File: src/rtl/uart_pkg.sv
// Shared UART types: transmitter FSM states and parity-mode encodings.
package uart_pkg;

  typedef enum logic [2:0] {IDLE, START, DATA, PARITY, STOP} tx_state_t;

  localparam logic [1:0] PAR_NONE = 2'b00;
  localparam logic [1:0] PAR_EVEN = 2'b01;
  localparam logic [1:0] PAR_ODD  = 2'b10;

  // 2'b11 is treated as "none", same as PAR_NONE
  function automatic logic par_on(input logic [1:0] mode);
    return (mode == PAR_EVEN) || (mode == PAR_ODD);
  endfunction

endpackage

File: src/rtl/uart_baud_counter.sv
// Frame-aligned bit timer: restart zeroes the count, bit_tick marks the last clock of each bit.
module uart_baud_counter #(
  parameter int CLKS_PER_BIT = 868
) (
  input  logic clk,
  input  logic rst,
  input  logic restart,
  output logic bit_tick
);

  localparam int              CW   = (CLKS_PER_BIT > 2) ? $clog2(CLKS_PER_BIT) : 1;
  localparam logic [CW-1:0]   LAST = CW'(CLKS_PER_BIT - 1);

  logic [CW-1:0] r_cnt;

  always_ff @(posedge clk) begin
    if (rst || restart)    r_cnt <= '0;
    else if (r_cnt == LAST) r_cnt <= '0;
    else                   r_cnt <= r_cnt + CW'(1);
  end

  assign bit_tick = (r_cnt == LAST);

endmodule

File: src/rtl/uart_tx_frame.sv
// UART transmitter: start, LSB-first data, optional parity, one or two stop bits.
// Every output is a register; the FSM computes next values and they land on the bit edge.
module uart_tx_frame
  import uart_pkg::*;
#(
  parameter int CLKS_PER_BIT = 868,
  parameter int DATA_BITS    = 8
) (
  input  logic                 clk,
  input  logic                 rst,
  input  logic [DATA_BITS-1:0] in_data,
  input  logic                 in_valid,
  output logic                 in_ready,
  input  logic [1:0]           parity_mode,
  input  logic                 two_stop,
  output logic                 tx,
  output logic                 busy,
  output logic                 done
);

  localparam int            IW       = $clog2(DATA_BITS + 1);
  localparam logic [IW-1:0] LAST_IDX = IW'(DATA_BITS - 1);

  tx_state_t            r_state, w_state_nxt;
  logic [DATA_BITS-1:0] r_shift;
  logic [IW-1:0]        r_idx, w_idx_nxt;
  logic [1:0]           r_mode;
  logic                 r_two_stop, r_stop, w_stop_nxt;
  logic                 r_par;
  logic                 r_tx, r_in_ready, r_busy, r_done;
  logic                 w_tx_nxt, w_ready_nxt, w_busy_nxt, w_done_nxt;
  logic                 w_accept, w_tick, w_emit;

  assign w_accept = in_valid && r_in_ready;

  uart_baud_counter #(.CLKS_PER_BIT(CLKS_PER_BIT)) u_baud (
    .clk      (clk),
    .rst      (rst),
    .restart  (w_accept),
    .bit_tick (w_tick)
  );

  // w_emit: the bit at r_shift[0] goes onto the line at this edge, so shift and fold it into parity
  always_comb begin
    w_state_nxt = r_state;
    w_tx_nxt    = r_tx;
    w_ready_nxt = r_in_ready;
    w_busy_nxt  = r_busy;
    w_done_nxt  = 1'b0;
    w_emit      = 1'b0;
    w_idx_nxt   = r_idx;
    w_stop_nxt  = r_stop;
    case (r_state)
      IDLE: begin
        w_ready_nxt = 1'b1;
        w_tx_nxt    = 1'b1;
        if (w_accept) begin
          w_state_nxt = START;
          w_tx_nxt    = 1'b0;
          w_ready_nxt = 1'b0;
          w_busy_nxt  = 1'b1;
        end
      end
      START: if (w_tick) begin
        w_state_nxt = DATA;
        w_tx_nxt    = r_shift[0];
        w_emit      = 1'b1;
        w_idx_nxt   = '0;
      end
      DATA: if (w_tick) begin
        if (r_idx == LAST_IDX) begin
          w_stop_nxt = 1'b0;
          if (par_on(r_mode)) begin
            w_state_nxt = PARITY;
            w_tx_nxt    = r_par ^ (r_mode == PAR_ODD);
          end else begin
            w_state_nxt = STOP;
            w_tx_nxt    = 1'b1;
          end
        end else begin
          w_tx_nxt  = r_shift[0];
          w_emit    = 1'b1;
          w_idx_nxt = r_idx + IW'(1);
        end
      end
      PARITY: if (w_tick) begin
        w_state_nxt = STOP;
        w_tx_nxt    = 1'b1;
        w_stop_nxt  = 1'b0;
      end
      STOP: if (w_tick) begin
        if (r_two_stop && !r_stop) begin
          w_stop_nxt = 1'b1;
        end else begin
          w_state_nxt = IDLE;
          w_ready_nxt = 1'b1;
          w_busy_nxt  = 1'b0;
          w_done_nxt  = 1'b1;
        end
      end
      default: w_state_nxt = IDLE;
    endcase
  end

  always_ff @(posedge clk) begin
    if (rst) begin
      r_state    <= IDLE;
      r_tx       <= 1'b1;
      r_in_ready <= 1'b0;
      r_busy     <= 1'b0;
      r_done     <= 1'b0;
      r_idx      <= '0;
      r_stop     <= 1'b0;
      r_par      <= 1'b0;
      r_shift    <= '0;
      r_mode     <= PAR_NONE;
      r_two_stop <= 1'b0;
    end else begin
      r_state    <= w_state_nxt;
      r_tx       <= w_tx_nxt;
      r_in_ready <= w_ready_nxt;
      r_busy     <= w_busy_nxt;
      r_done     <= w_done_nxt;
      r_idx      <= w_idx_nxt;
      r_stop     <= w_stop_nxt;
      if (w_accept) begin
        r_shift    <= in_data;
        r_mode     <= parity_mode;
        r_two_stop <= two_stop;
        r_par      <= 1'b0;
      end else if (w_emit) begin
        r_shift <= {1'b0, r_shift[DATA_BITS-1:1]};
        r_par   <= r_par ^ r_shift[0];
      end
    end
  end

  assign tx       = r_tx;
  assign in_ready = r_in_ready;
  assign busy     = r_busy;
  assign done     = r_done;

endmodule

File: config.mk
export PLATFORM = sky130hd
export DESIGN_NAME = uart_tx_frame
export DESIGN_NICKNAME = d
export VERILOG_FILES = /design/src/rtl/uart_pkg.sv /design/src/rtl/uart_baud_counter.sv /design/src/rtl/uart_tx_frame.sv
export SDC_FILE = /design/constraint.sdc
export NUM_CORES = 1
export LEC_CHECK = 0
export BUFFER_PORTS_ARGS = -buffer_cell sky130_fd_sc_hd__buf_2
export CORE_MARGIN = 10
export CORE_UTILIZATION = 36
export CTS_CLUSTER_DIAMETER = 100
export DETAILED_ROUTE_END_ITERATION = 6
export MAX_ROUTING_LAYER = met4
export PLACE_DENSITY = 0.57
export SYNTH_ARGS = -nofsm -noshare
export SYNTH_HDL_FRONTEND = slang
export SYNTH_SLANG_ARGS = --single-unit
export TNS_END_PERCENT = 10
File: constraint.sdc
create_clock -name clk -period 3.51 [get_ports clk]
set_input_delay 0.1755 -clock clk [delete_from_list [all_inputs] [get_ports clk]]
set_output_delay 0.1755 -clock clk [all_outputs]
set_load 0.01 [all_outputs]
==> flow_metrics.py <==
metrics = {
    "status": {
        "status": "finished, final reports clean",
    },
    "worst_setup_path": {
        "worstSetupEndpointType": "register",
        "critical_path.reg2reg.endpoint": "r_idx[3]",
        "r2r_slack_ns": 1.28,
        "critPathSlowestCell": "or3_4",
        "crit_buf_inv": 0,
        "crit_arrival_ns": 2.44,
        "crit_type": "reg2reg",
        "crit_chain": "ha_1 -> nor4b_4 -> nand3_2 -> or3_4 -> or4_1 -> a21oi_1",
        "crit_family": "simple AND/OR/NAND/NOR gates",
        "rr_startpoint": "u_baud.r_cnt[0]",
        "max_stage_delay_ns": 0.48,
        "cp-start-kind": "register",
        "required_ns": 3.72,
        "reg2reg_depth": 6,
        "cp_max_fo": 14,
    },
    "logic_synthesis": {
        "synth_top_family_by_area": "simple AND/OR/NAND/NOR gates",
        "syn_inst": 210,
        "async_reset_ff_share_pct": 0,
        "avgSynthCellArea_um2": 7.94,
        "yosys-top-cells-count": "dfxtp_1, nand2_1, nor2_1",
        "mappedNetlistArea_um2": 1670,
        "synth_top_area_share_pct": 40.8,
        "syn-num-nets": 227,
        "synth_compound_area_share_pct": 17.7,
        "synthMuxAreaShare_pct": 0.600,
        "synth_xor_area_share_pct": 5.25,
        "ys_types": 40,
        "synth_fa_ha_area_share_pct": 2.25,
        "synth_top_cell_by_area": "dfxtp_1",
        "ys_warn_count": 0,
        "yosysSeqAreaShare_pct": 40.8,
        "synth_simple_gate_area_share_pct": 30.2,
        "synth_seq_cells": 34,
        "synth_flop_cell": "dfxtp_1",
        "synthMostInstantiatedCell": "dfxtp_1",
        "synth_edf_count": 0,
        "synth_area_leaders": "dfxtp_1, nand2_1, nor2_1",
    },
    "sta": {
        "rsz0062_at_grt": "no",
        "hold_violations": 0,
        "relSlewSlack_pct": 57.5,
        "fin_crit_ns": 2.23,
        "finClkSkew_ns": 0.00250,
        "fin_crit_sh_pct": 63.4,
        "final-setup-viol-count": 0,
        "tns_ns": 0,
        "slew_viol_final": 0,
        "fmax_mhz": 449,
        "worstMarginPinSlew_ns": 0.636,
    },
    "clock_network": {
        "root_buffer": "clkbuf_8",
        "cts_sinks": 34,
        "cts_tree": "built",
        "post_cts_buffers": 0,
        "clkLatencyLatePin_ns": 0.28,
        "cts_buffers": 5,
        "h-tree-depth": 2,
        "holdBufCountCts": 0,
        "path_clk_slew_ns": 0.07,
        "clockBufferDepth": 2,
        "cts_resized": 0,
    },
    "global_route": {
        "grt_pass1_vias": 1424,
        "antenna_found_initial": 0,
        "grt-ovfl-total": 0,
        "track_usage_pct": 10.5,
        "grt_first_pass_wirelength_mm": 6.45,
        "grt_start_max_net_pins": 26,
    },
    "floorplanning": {
        "rows": 24,
        "ioPinCount": 18,
        "die_w_um": 88.1,
        "fp.coreArea_um2": 4410,
        "dieArea_um2": 7760,
        "initial_core_util_pct": 37.8,
        "die_h_um": 88.1,
    },
    "power_and_ir_drop": {
        "p_leak_nw": 0.697,
        "power_mw": 1.00,
        "ir_drop_mv": 0.199,
        "powerDensity_nw_per_um2": 536,
    },
    "finish": {
        "instances_no_fill": 275,
        "drive_above_1_share_pct": 13.5,
        "finalNetCount": 239,
        "area_growth_pct": 11.9,
        "diodes": 0,
    },
    "worst_hold_path": {
        "min_path_type": "in2reg",
        "holdPathStages": 3,
        "worstHoldStart": "parity_mode[1]",
        "holdPathEnd": "r_mode[1]",
    },
    "place": {
        "place_congestion": 0.784,
        "place_inst": 267,
        "port_buffers": 17,
        "dp_hpwl_mm": 2.54,
    },
    "drt": {
        "postRouteAntennaNets": 0,
        "totalWireLength_mm": 3.66,
        "firstDrtPassIters": 4,
        "post_drt_wl_per_cell_um": 13.3,
        "drc": 0,
        "vias": 1444,
        "drt-initial-drc-count": 104,
        "viasPerCell": 5.25,
    },
    "flow_run": {
        "drv_cap": 0,
    },
}
## per-stage QoR
step / worst slack (ns) / area, µm² / util [%] / hold WS, ns
after floorplan: 1.51 / 1670 / - / 0.311
after global placement: 1.34 / 1780 / 40.2 / 0.417
after detailed placement: 1.28 / 1780 / 40.2 / 0.424
after CTS: 1.27 / 1870 / 42.3 / 0.124
after global routing: 1.10 / 1870 / 42.3 / 0.140
final: 1.28 / 1870 / 42.3 / 0.128
## cells by family (layout without fill, tap and decap cells)
logic type               count (synthesis)  in the layout
XOR/XNOR                                10             10
AND/OR/NAND/NOR                        101            101
AO/OA/AOI/OAI                           47             47
adder cells (fa/ha/maj)                  3              3
buffers and inverters                   14             27
multiplexers                             1              1
flip-flops                              34             34
## worst max path at each step
stage / from / cells after the start / slack (ns) / to
2_1_floorplan: u_baud.r_cnt[0] / 6 / 1.51 / r_idx[3]
3_3_place_gp: u_baud.r_cnt[0] / 6 / 1.34 / r_idx[3]
3_5_place_dp: u_baud.r_cnt[0] / 6 / 1.28 / r_idx[3]
4_1_cts: u_baud.r_cnt[0] / 6 / 1.27 / r_idx[3]
5_1_grt: u_baud.r_cnt[0] / 6 / 1.10 / r_idx[3]
6_report: u_baud.r_cnt[0] / 6 / 1.28 / r_idx[3]
## layer usage
| layer | vias up | GRT usage (%) | part of all wire (%) |
|---|---|---|---|
| met2 | 30 | 16.0 | 46 |
| met3 | 4 | 3.62 | 4.9 |
| met5 | - | - | 0 |
| li1 | 755 | - | - |
| met1 | 655 | 12.7 | 48 |
| met4 | 0 | 3.57 | 1.0 |
## flip-flops by register name, indices dropped and copies added (netlist names)
name,count
busy,1
r_mode,2
r_stop,1
r_two_stop,1
in_ready,1
done,1
r_state,3
r_idx,4
r_par,1
tx,1
r_shift,8
u_baud.r_cnt,10
## cell type report
| type | count | area [µm²] |
|---|---|---|
| repair buffers | 18 | 92.6 |
| clock inverters | 1 | 5.00 |
| fillers | 453 | 2550 |
| clock buffers | 7 | 86.3 |
| inverters | 1 | 3.75 |
| flip-flops and latches | 34 | 681 |
| multi-input cells | 162 | 933 |
| well taps | 52 | 65.1 |
## cells in the final DEF (no fill, tap or decap), types with 6 or more instances in the layout
cell | netlist | routed
dfxtp_1 | 34 | 34
nand2_1 | 31 | 31
nor2_1 | 30 | 30
a21oi_1 | 19 | 19
buf_2 | 1 | 17
o21ai_0 | 8 | 8
nand3_1 | 7 | 7
a311oi_1 | 7 | 7
and3_1 | 6 | 6
xnor2_1 | 6 | 6
clkbuf_8 | 0 | 6
## report_power, final
part | internal [mW] | switching [mW] | leakage (nW) | total (mW)
logic | 0.0918 | 0.131 | 0.372 | 0.223
registers | 0.428 | 0.0499 | 0.277 | 0.478
clock network | 0.158 | 0.141 | 0.0482 | 0.299
total | 0.678 | 0.321 | 0.697 | 1.00
## worst reg2reg max path: stages (launching register included)
cell	delay, ns
dfxtp_1	0.37
ha_1	0.22
nor4b_4	0.27
nand3_2	0.19
or3_4	0.48
or4_1	0.48
a21oi_1	0.14
Power figures use the tool's default switching activity.
